File: config.mk
export PLATFORM = sky130hd
export DESIGN_NAME = term_loader
export DESIGN_NICKNAME = d
export VERILOG_FILES = /design/src/rtl/term_pkg.sv /design/src/rtl/sm_mult.sv /design/src/rtl/term_loader.sv
export SDC_FILE = /design/constraint.sdc
export NUM_CORES = 1
export LEC_CHECK = 0
export ABC_AREA = 1
export BUFFER_PORTS_ARGS = -buffer_cell sky130_fd_sc_hd__buf_2
export CORE_MARGIN = 4
export CORE_UTILIZATION = 38
export CTS_CLUSTER_SIZE = 14
export DETAILED_ROUTE_END_ITERATION = 10
export GPL_TIMING_DRIVEN = 0
export PLACE_DENSITY_LB_ADDON = 0.2
export SLEW_MARGIN = 20
export SYNTH_ARGS = -nofsm -noshare
export SYNTH_HDL_FRONTEND = slang
export SYNTH_SLANG_ARGS = --single-unit
File: constraint.sdc
create_clock -name clk -period 15.8 [get_ports clk]
set_input_delay 3.95 -clock clk [delete_from_list [all_inputs] [get_ports clk]]
set_output_delay 3.95 -clock clk [all_outputs]
set_load 0.05 [all_outputs]
File: src/rtl/term_pkg.sv
// Shared types and constants for the term loader: FSM state, term count, term vector.
// N/F default to the project-wide `N/`F word format unless predefined by the build.
`ifndef N
`define N 16
`endif
`ifndef F
`define F 8
`endif

package term_pkg;

    localparam int unsigned TERM_N    = `N;
    localparam int unsigned TERM_F    = `F;
    localparam int unsigned NUM_TERMS = 16;

    typedef enum logic {
        StFill,
        StHold
    } state_t;

    // Index 0 is the first accepted pair.
    typedef logic [0:NUM_TERMS-1][TERM_N-1:0] term_vec_t;

endpackage

File: src/rtl/sm_mult.sv
// Combinational signed-magnitude fixed-point multiplier with truncation toward zero.
// Define TERM_LOADER_SAT_EN to saturate overflowing magnitudes instead of wrapping.
module sm_mult #(
    parameter int N = 16,
    parameter int F = 8
) (
    input  logic [N-1:0] x,
    input  logic [N-1:0] w,
    output logic [N-1:0] p,
    output logic         ovf
);

    localparam int M = N - 1;

    logic [2*M-1:0] full;
    logic [2*M-1:0] shifted;
    logic [M-1:0]   mag;
    logic           sign;

    always_comb begin
        full    = x[M-1:0] * w[M-1:0];
        shifted = full >> F;
        ovf     = |shifted[2*M-1:M];
`ifdef TERM_LOADER_SAT_EN
        mag     = ovf ? {M{1'b1}} : shifted[M-1:0];
`else
        mag     = shifted[M-1:0];
`endif
        // A zero magnitude always reads as positive zero.
        sign    = (x[N-1] ^ w[N-1]) & (|mag);
        p       = {sign, mag};
    end

endmodule

File: src/rtl/term_loader.sv
// Collects 16 signed-magnitude products and hands them to the summation stage as one vector.
// Build option TERM_LOADER_SAT_EN (in sm_mult) selects saturation on product overflow.
module term_loader
    import term_pkg::*;
#(
    parameter int N = `N,
    parameter int F = `F
) (
    input  logic                  clk,
    input  logic                  rst_n,
    input  logic                  flush,
    input  logic                  in_valid,
    output logic                  in_ready,
    input  logic [N-1:0]          x,
    input  logic [N-1:0]          w,
    output logic                  out_valid,
    input  logic                  out_ready,
    output logic [0:15][N-1:0]    terms,
    output logic [4:0]            fill_count,
    output logic                  ovf
);

    state_t       state;
    logic [3:0]   idx;
    logic [N-1:0] prod;
    logic         prod_ovf;

    sm_mult #(
        .N (N),
        .F (F)
    ) u_mult (
        .x   (x),
        .w   (w),
        .p   (prod),
        .ovf (prod_ovf)
    );

    assign in_ready  = (state == StFill) && rst_n;
    assign out_valid = (state == StHold);

    always_ff @(posedge clk) begin
        if (!rst_n) begin
            state      <= StFill;
            idx        <= '0;
            fill_count <= '0;
            ovf        <= 1'b0;
            terms      <= '0;
        end else if (flush) begin
            state      <= StFill;
            idx        <= '0;
            fill_count <= '0;
            ovf        <= 1'b0;
            terms      <= '0;
        end else begin
            case (state)
                StFill: begin
                    if (in_valid) begin
                        terms[idx] <= prod;
                        ovf        <= ovf | prod_ovf;
                        idx        <= idx + 4'd1;
                        fill_count <= fill_count + 5'd1;
                        if (idx == 4'(NUM_TERMS - 1)) begin
                            state <= StHold;
                        end
                    end
                end
                StHold: begin
                    // Terms stay visible after handoff; only count and flag clear.
                    if (out_ready) begin
                        state      <= StFill;
                        fill_count <= '0;
                        ovf        <= 1'b0;
                    end
                end
                default: state <= StFill;
            endcase
        end
    end

endmodule

==> summary.txt, run 1 <==
status: finished, final reports clean
die height: 228 um
GRT Util Overall: 22.7%
kind of critical path: input port to register
CP Data Arrival Time: 10.81 ns
I/O pin count: 301
register bit total from synthesis: 267
worst-margin pin slew: 1.09 ns
Synth Flop Type: dfxtp_1
Reg2Reg Depth: 7
WHS Path Cells: 2
fill cell count: 4903
Synth warnings: 0
max-cap viol count: 0
nets: 3149
Post-CTS Setup Bufs: 0
Wirelength per Cell: 17.2 um
Iteration-0 DRC Markers: 967
RSZ-0062 raised after global routing: no
Critical R2R Capture: terms[24]
register area share after synthesis: 29.0%
FF-to-FF Start: out_valid
Final Cycle Share: 65.2%
area of the mapped netlist: 0.0184 mm^2
Detail Placement HPWL: 47.8 mm
crit path capture type: register
antenna viol nets, final: 0
post-synth top area share: 29.0%
largest net degree at the start of global routing: 16
area grow syn2layout: 17.4%
Yosys cell types: 36
Placer Congestion: 0.891
fin crit period: 10.31 ns
core box area: 0.0478 mm^2
layout cells sized above 1: 14.2%
detailed-route DRC error count: 0
clk buf depth: 3
Fin. Hold Viols: 0
number of synthesized flops with an enable pin: 0
Sequential cell area: 0.00535 mm^2
Final setup violation count: 0
initial antenna violation count: 1
hold_sp: ovf
Starting Density: 38.5%
Resize count post-CTS: 0
maximum clock rate: 97.0 MHz
port buffer count: 300
CTS H-Tree Depth: 1
CTS buffer count: 29
max-slew violation count: 0
Slew HR: 26.9%
cts hold-fix bufs: 0
Hold Slack: 0.452 ns
Hold EP: ovf
full die area: 0.0521 mm^2
Async S/R FF share, synth: 0%
syn_nets: 2818
Clock Latency Late Sink: 0.57 ns
crit-path max FO: 10
CTS tree: done
Yosys top cell by area: dfxtp_1
Mapped Avg Cell Area: 7.32 um^2
routed via count: 16600
HP Class: register to register
root buffer cell: clkbuf_16
clock slew at reported path FFs: 0.06 ns
Post-Synthesis Cells: 2519
vias per cell: 4.76
synth cell count leaders: inv_1 (685), nand2_1 (528), dfxtp_1 (267)
ranking of synthesized cells by area: dfxtp_1 (29%), fa_1 (18%), inv_1 (14%)
FP Rows: 80
Crit path required time: 16.30 ns
total congestion overflow: 0
clock sink count: 267
die width: 228 um
skew final: 0.0235 ns
drt pass-1 iters: 6
r2r setup slk: 13.11 ns
Multi-input gate area: 0.0101 mm^2
first-pass GRT wire length: 95.1 mm
Startpoint Class: input port
setup TNS: 0 ns
count leader, synth: inv_1
vias in the first global route: 17000
Detailed Route WL: 60.2 mm
## logic make-up (layout without fill, tap and decap cells)
| kind of cell | after synthesis | count (layout) | share of synthesized area [%] |
|---|---|---|---|
| flip-flops | 267 | 267 | 29.0 |
| AO/OA/AOI/OAI | 326 | 326 | 11.1 |
| buffers and inverters | 795 | 1149 | 16.3 |
| other | 0 | 1 | 0 |
| XOR/XNOR | 6 | 6 | 0.428 |
| AND/OR/NAND/NOR | 863 | 863 | 18.6 |
| adder cells (fa/ha/maj) | 262 | 262 | 24.5 |
## final cells by class
type	instances	area share, %
Clock inverter	15	0.613
Multi-Input combinational cell	1457	46.6
Clock buffer	39	3.67
Buffer	107	1.97
Sequential cell	267	24.7
Inverter	688	11.9
Antenna cell	1	0.0116
Tap cell	615	3.56
Timing Repair Buffer	300	6.94
## metal layers
| layer | routed length, um | up-vias | share of wire (%) | GRT usage, % |
|---|---|---|---|---|
| met5 | 0 | - | 0 | 0 |
| met4 | 1410 | 0 | 2.3 | 5.22 |
| met3 | 5080 | 88 | 8.4 | 6.64 |
| met2 | 27800 | 458 | 46 | 37.9 |
| met1 | 25900 | 7948 | 43 | 29.3 |
| li1 | - | 8129 | - | - |
## worst max-delay path, stage by stage
cell,delay (ns)
buf_2,0.22
clkbuf_1,0.51
nand2_1,0.17
fa_1,0.58
fa_1,0.57
inv_1,0.06
fa_1,0.49
inv_1,0.05
fa_1,0.53
inv_1,0.05
fa_1,0.48
inv_1,0.08
fa_1,0.49
inv_1,0.04
ha_1,0.37
nand2_1,0.17
nor2_2,0.17
inv_2,0.07
nor3_2,0.10
nand2_1,0.08
nand2_1,0.15
a21oi_2,0.09
xor2_2,0.55
clkbuf_1,0.54
o21ai_0,0.16
inv_1,0.07
## cells in the final DEF, fill, tap and decap left out, drive strengths merged
cell type  synthesis  routed
bufinv             0       1
o21bai             3       3
clkinv             0       9
nand2            548     548
inv              688     690
a21oi             51      51
ha                96      96
nand2b             1       1
a21o               1       1
o21ai            125     125
clkbuf            90     129
nor2             264     264
nand4              2       2
nor3              10      10
nand3b             7       7
xor2               4       4
xnor2              2       2
and2               1       1
a211oi             1       1
a31oi              1       1
dfxtp            267     267
clkinvlp           0       3
and3               1       1
o211ai           144     144
fa               166     166
nor4               1       1
buf               17     317
diode              0       1
nand3             28      28
## through the flow
step | instances | area [um^2] | util, % | setup slack, ns
final | 3489 | 21600 | 45.2 | 5.49
after global routing | 3489 | 21600 | 45.2 | 5.02
after CTS | 3488 | 21600 | 45.2 | 5.43
after detailed placement | 3434 | 20700 | 43.3 | 4.86
after global placement | 3434 | 20700 | 43.3 | 5.01
after floorplan | 2519 | 18400 | - | 6.49
## flip-flops by register name, indices dropped and copies added (netlist names)
name and count:
out_valid 1, ovf 1, idx 4, fill_count 5, terms 256
## worst max path at each step
stage	start	slack, ns	to
5_1_grt	x[10]	5.02	terms[93]
3_5_place_dp	x[10]	4.86	terms[29]
6_report	x[10]	5.49	terms[29]
4_1_cts	x[10]	5.43	terms[29]
3_3_place_gp	x[10]	5.01	terms[77]
2_1_floorplan	w[0]	6.49	terms[111]
Power of run 1 is not shown: default switching activity piles up to over one toggle a cycle in this logic, so the estimate is an artifact.
==> inputs of run 2 (changes only) <==
Settings changed: ABC_AREA 1 to 0.
Clock period 15.8 ns to 10.6 ns, I/O delays scaled along.
==> run 2 against run 1 <==
  * Register-to-register slack worse by 5.3 ns
  * Die area down 7.9%
  * Global-route usage up 1.2 points
  * Worst hold slack worse by 0.0030 ns
  * Area after synthesis down 8.2%
  * Count of clock-buffer cells in the layout up 6
  * Highest routed layer is now met5
==> summary.txt, run 2 <==
diodes inserted: 0
fill cell count: 4525
area of the mapped netlist: 0.0169 mm^2
largest net degree at the start of global routing: 15
Post-CTS Setup Bufs: 0
I/O pin count: 301
fin crit period: 10.12 ns
Synth warnings: 0
kind of critical path: input port to register
Clock Latency Late Sink: 0.56 ns
CTS buffer count: 29
Final setup violation count: 0
die width: 219 um
maximum clock rate: 98.8 MHz
CP max stage delay: 0.94 ns
Regs by FF count: terms (256), fill_count (5), idx (4)
max-slew violation count: 0
critical path's slowest cell: o41ai_4
Wirelength per Cell: 19.6 um
CTS tree: done
Yosys cell types: 55
CP Data Arrival Time: 10.55 ns
synth cell count leaders: nand2_1 (324), dfxtp_1 (267), nor2_1 (240)
GRT Util Overall: 23.9%
CTS H-Tree Depth: 1
crit path capture type: register
port buffer count: 300
Async S/R FF share, synth: 0%
die height: 219 um
count leader, synth: nand2_1
number of synthesized flops with an enable pin: 0
RSZ-0062 raised after global routing: no
most frequent cells in the layout: nand2_1 (324), buf_2 (303), dfxtp_1 (267), nor2_1 (240), a21oi_1 (221)
Detailed Route WL: 58.2 mm
total congestion overflow: 0
Synth Flop Type: dfxtp_1
register bit total from synthesis: 267
skew final: 0.0191 ns
Startpoint Class: input port
FP Rows: 77
most frequent cell on the critical path: fa_1
Post-Synthesis Cells: 2021
worst-margin pin slew: 1.18 ns
core box area: 0.0441 mm^2
CP top delay family: adder cells
vias per cell: 5.04
Resize count post-CTS: 0
Iteration-0 DRC Markers: 959
first-pass GRT wire length: 88.7 mm
nets: 2651
commonest non-fill, non-tap cell in the layout: nand2_1
Final Cycle Share: 95.5%
initial antenna violation count: 1
area grow syn2layout: 19.4%
register area share after synthesis: 31.6%
Yosys top cell by area: dfxtp_1
routed via count: 15000
root buffer cell: clkbuf_16
layout cells sized above 1: 16.0%
setup TNS: 0 ns
HP Class: register to register
full die area: 0.0480 mm^2
Mapped Avg Cell Area: 8.38 um^2
status: finished, final reports clean
Bufs and invs on worst path: 9
Detail Placement HPWL: 45.8 mm
max-cap viol count: 0
detailed-route DRC error count: 0
drt pass-1 iters: 5
cts hold-fix bufs: 0
syn_nets: 2320
ranking of synthesized cells by area: dfxtp_1 (32%), fa_1 (20%), nand2_1 (7.2%)
Placer Congestion: 0.905
antenna viol nets, final: 0
clock sink count: 267
crit-path max FO: 10
Fin. Hold Viols: 0
vias in the first global route: 14800
Slew HR: 20.6%
largest reg by FF count: terms
max reg flops: 256
Starting Density: 38.4%
clock slew at reported path FFs: 0.06 ns
post-synth top area share: 31.6%
clk buf depth: 3
Crit path required time: 11.02 ns
[run 2: kinds of logic after synthesis]
| group | after synthesis | share of synthesized area [%] |
|---|---|---|
| multiplexers | 2 | 0.118 |
| flip-flops | 267 | 31.6 |
| buffers and inverters | 336 | 7.53 |
| XOR/XNOR | 27 | 1.44 |
| AND/OR/NAND/NOR | 797 | 20.9 |
| AO/OA/AOI/OAI | 330 | 11.7 |
| adder cells (fa/ha/maj) | 262 | 26.7 |
[run 2: per-layer routing]
layer	track usage, %	share of wire [%]
met1	32.3	44
met2	38.8	46
met3	5.87	7.2
met4	6.02	2.9
met5	0	0.034
[run 2: layout make-up]
class / count / area, um^2 / share of cell area, %
multi-input cells: 1418 / 10400 / 51.2
flip-flops and latches: 267 / 5350 / 26.4
repair buffers: 300 / 1500 / 7.43
clock buffers: 45 / 856 / 4.23
inverters: 210 / 788 / 3.90
well taps: 592 / 741 / 3.66
plain buffers: 126 / 485 / 2.40
clock inverters: 7 / 139 / 0.687
[run 2: path summary, 6_finish.rpt]
| path | from | to | slack (ns) | cells after the start |
|---|---|---|---|---|
| worst max-delay path | x[10] | terms[239] | 0.48 | 26 |
| worst min-delay path | terms[227] | terms[227] | 0.45 | 2 |
| worst min register to register | terms[227] | terms[227] | 0.45 | 2 |
| worst max register to register | out_valid | terms[253] | 7.84 | 7 |
[run 2: worst reg2reg max path, delay by kind of cell (launching register included)]
kind            cells  cell delay (ns)
flops               1             0.43
compound gates      1             0.24
buf+inv             3             1.15
simple gates        3             0.81
[run 2: per-stage QoR]
step / setup WS, ns / util (%) / hold WS, ns / cells / instance area (um^2)
3_5_place_dp: 0.0198 / 43.5 / 0.444 / 2913 / 19200
6_report: 0.475 / 45.8 / 0.449 / 2965 / 20200
2_1_floorplan: 1.84 / - / 0.554 / 2021 / 16900
3_3_place_gp: -0.356 / 43.4 / 0.440 / 2913 / 19200
5_1_grt: 0.174 / 45.8 / 0.470 / 2965 / 20200
4_1_cts: 0.591 / 45.8 / 0.452 / 2965 / 20200
Power of run 2 is left out for the same reason.
==> inputs of run 3 (changes only) <==
Settings changed: CORE_ASPECT_RATIO set to 1.1.
==> run 3 against run 2 <==
  * Utilization grew 0.24 points
  * Die area is essentially flat
  * Wire length shrank 0.63%
  * Final cell count is 0.71% lower
  * Largest cell class unchanged
  * Highest routed layer unchanged
==> summary.txt, run 3 (synthesized netlist as in run 2, its figures left out) <==
CTS buffer count: 27
detailed-route DRC error count: 0
core box area: 0.0437 mm^2
Post-CTS Setup Bufs: 0
clock slew at reported path FFs: 0.06 ns
Starting Density: 38.7%
skew final: 0.0242 ns
status: finished, final reports clean
M2 GR Usage: 41.6%
clock sink count: 267
Slew HR: 25.6%
Iteration-0 DRC Markers: 795
Crit path required time: 11.03 ns
max-cap viol count: 0
Place WS: 0.0202 ns
FP Rows: 80
Clock Latency Late Sink: 0.55 ns
Fin. Hold Viols: 0
CTS H-Tree Depth: 1
cts hold-fix bufs: 0
largest reg by FF count: terms
setup TNS: 0 ns
die width: 209 um
initial antenna violation count: 1
max-slew violation count: 0
commonest non-fill, non-tap cell in the layout: nand2_1
Regs by FF count: terms (256), fill_count (5), idx (4)
port buffer count: 300
die height: 229 um
HP Class: register to register
drt pass-1 iters: 6
clk buf depth: 3
antenna viol nets, final: 0
kind of critical path: input port to register
Final setup violation count: 0
GRT Util Overall: 23.6%
diodes inserted: 0
vias in the first global route: 15300
first-pass GRT wire length: 89.4 mm
GR Layer Usage met1: 28.1%
full die area: 0.0480 mm^2
vias per cell: 5.06
Wirelength per Cell: 19.6 um
root buffer cell: clkbuf_16
I/O pin count: 301
crit-path max FO: 10
area grow syn2layout: 19.0%
grt met3 use: 5.47%
Finished Core Util: 46.1%
crit path capture type: register
nets: 2649
RSZ-0062 raised after global routing: no
total congestion overflow: 0
Resize count post-CTS: 0
layout cells sized above 1: 16.2%
worst-margin pin slew: 1.11 ns
fin crit period: 10.01 ns
maximum clock rate: 99.9 MHz
Detailed Route WL: 57.8 mm
CP Data Arrival Time: 10.44 ns
Top Usage Layer GRT: met2
Placer Congestion: 0.886
CTS tree: done
largest net degree at the start of global routing: 15
Final Cycle Share: 94.4%
most frequent cells in the layout: nand2_1 (324), buf_2 (303), dfxtp_1 (267), nor2_1 (240), a21oi_1 (221)
max reg flops: 256
routed via count: 14900
Detail Placement HPWL: 45.9 mm
setup ws final: 0.591 ns
Startpoint Class: input port
[run 3: changes by cell type in the layout (fill, tap and decap cells not counted)]
cell        change
clkinv_2        +2
clkbuf_16       -2
xnor2_2         +1
bufinv_16       -1
clkinvlp_4      +1
xnor2_1         -1
xor2_1          +1
clkbuf_1        -6
xor2_2          -1
inv_6           +1
clkbuf_8        +2
[run 3: through the flow]
step | cells | hold WS, ns | cell area [um^2]
detailed placement | 2895 | 0.443 | 19200
global placement | 2895 | 0.440 | 19100
CTS | 2944 | 0.452 | 20100
global route | 2944 | 0.469 | 20100
floorplan | 2021 | 0.554 | 16900
finish | 2944 | 0.453 | 20100
[run 3: critical path: stages]
cell and delay, ns:
buf_2 0.20, clkbuf_1 0.45, nand2_1 0.16, fa_1 0.55
fa_1 0.55, inv_1 0.05, fa_1 0.50, inv_1 0.06
fa_1 0.54, inv_1 0.05, fa_1 0.52, inv_1 0.06
fa_1 0.47, inv_1 0.04, ha_1 0.25, clkbuf_1 0.35
nand3_1 0.13, nor2_1 0.18, nand3_1 0.11, o22ai_2 0.25
nor2_1 0.08, xor2_1 0.74, nand4bb_1 0.42, o41ai_4 0.67
buf_6 0.28, o21ai_2 0.07
[run 3: per-layer routing]
layer,up-vias,routed length [um]
li1,7038,-
met3,118,4390
met4,2,2390
met5,-,7
met1,7243,22100
met2,496,28900
[run 3: layout make-up]
cell class              count  area (um^2)
repair buffers            300         1500
plain buffers             126          485
inverters                 210          788
clock buffers              39          811
clock inverters            10          135
fillers                  4338        23600
multi-input cells        1418        10400
flip-flops and latches    267         5350
well taps                 574          718
[run 3: path summary, 6_finish.rpt]
kind                     end  slack (ns)        from  cells after the start
setup reg to reg  terms[152]        7.76   out_valid                      7
setup / recovery  terms[111]        0.59       x[10]                     26
hold / removal    terms[238]        0.45  terms[238]                      2
hold reg to reg   terms[238]        0.45  terms[238]                      2
Power of run 3 is left out for the same reason.
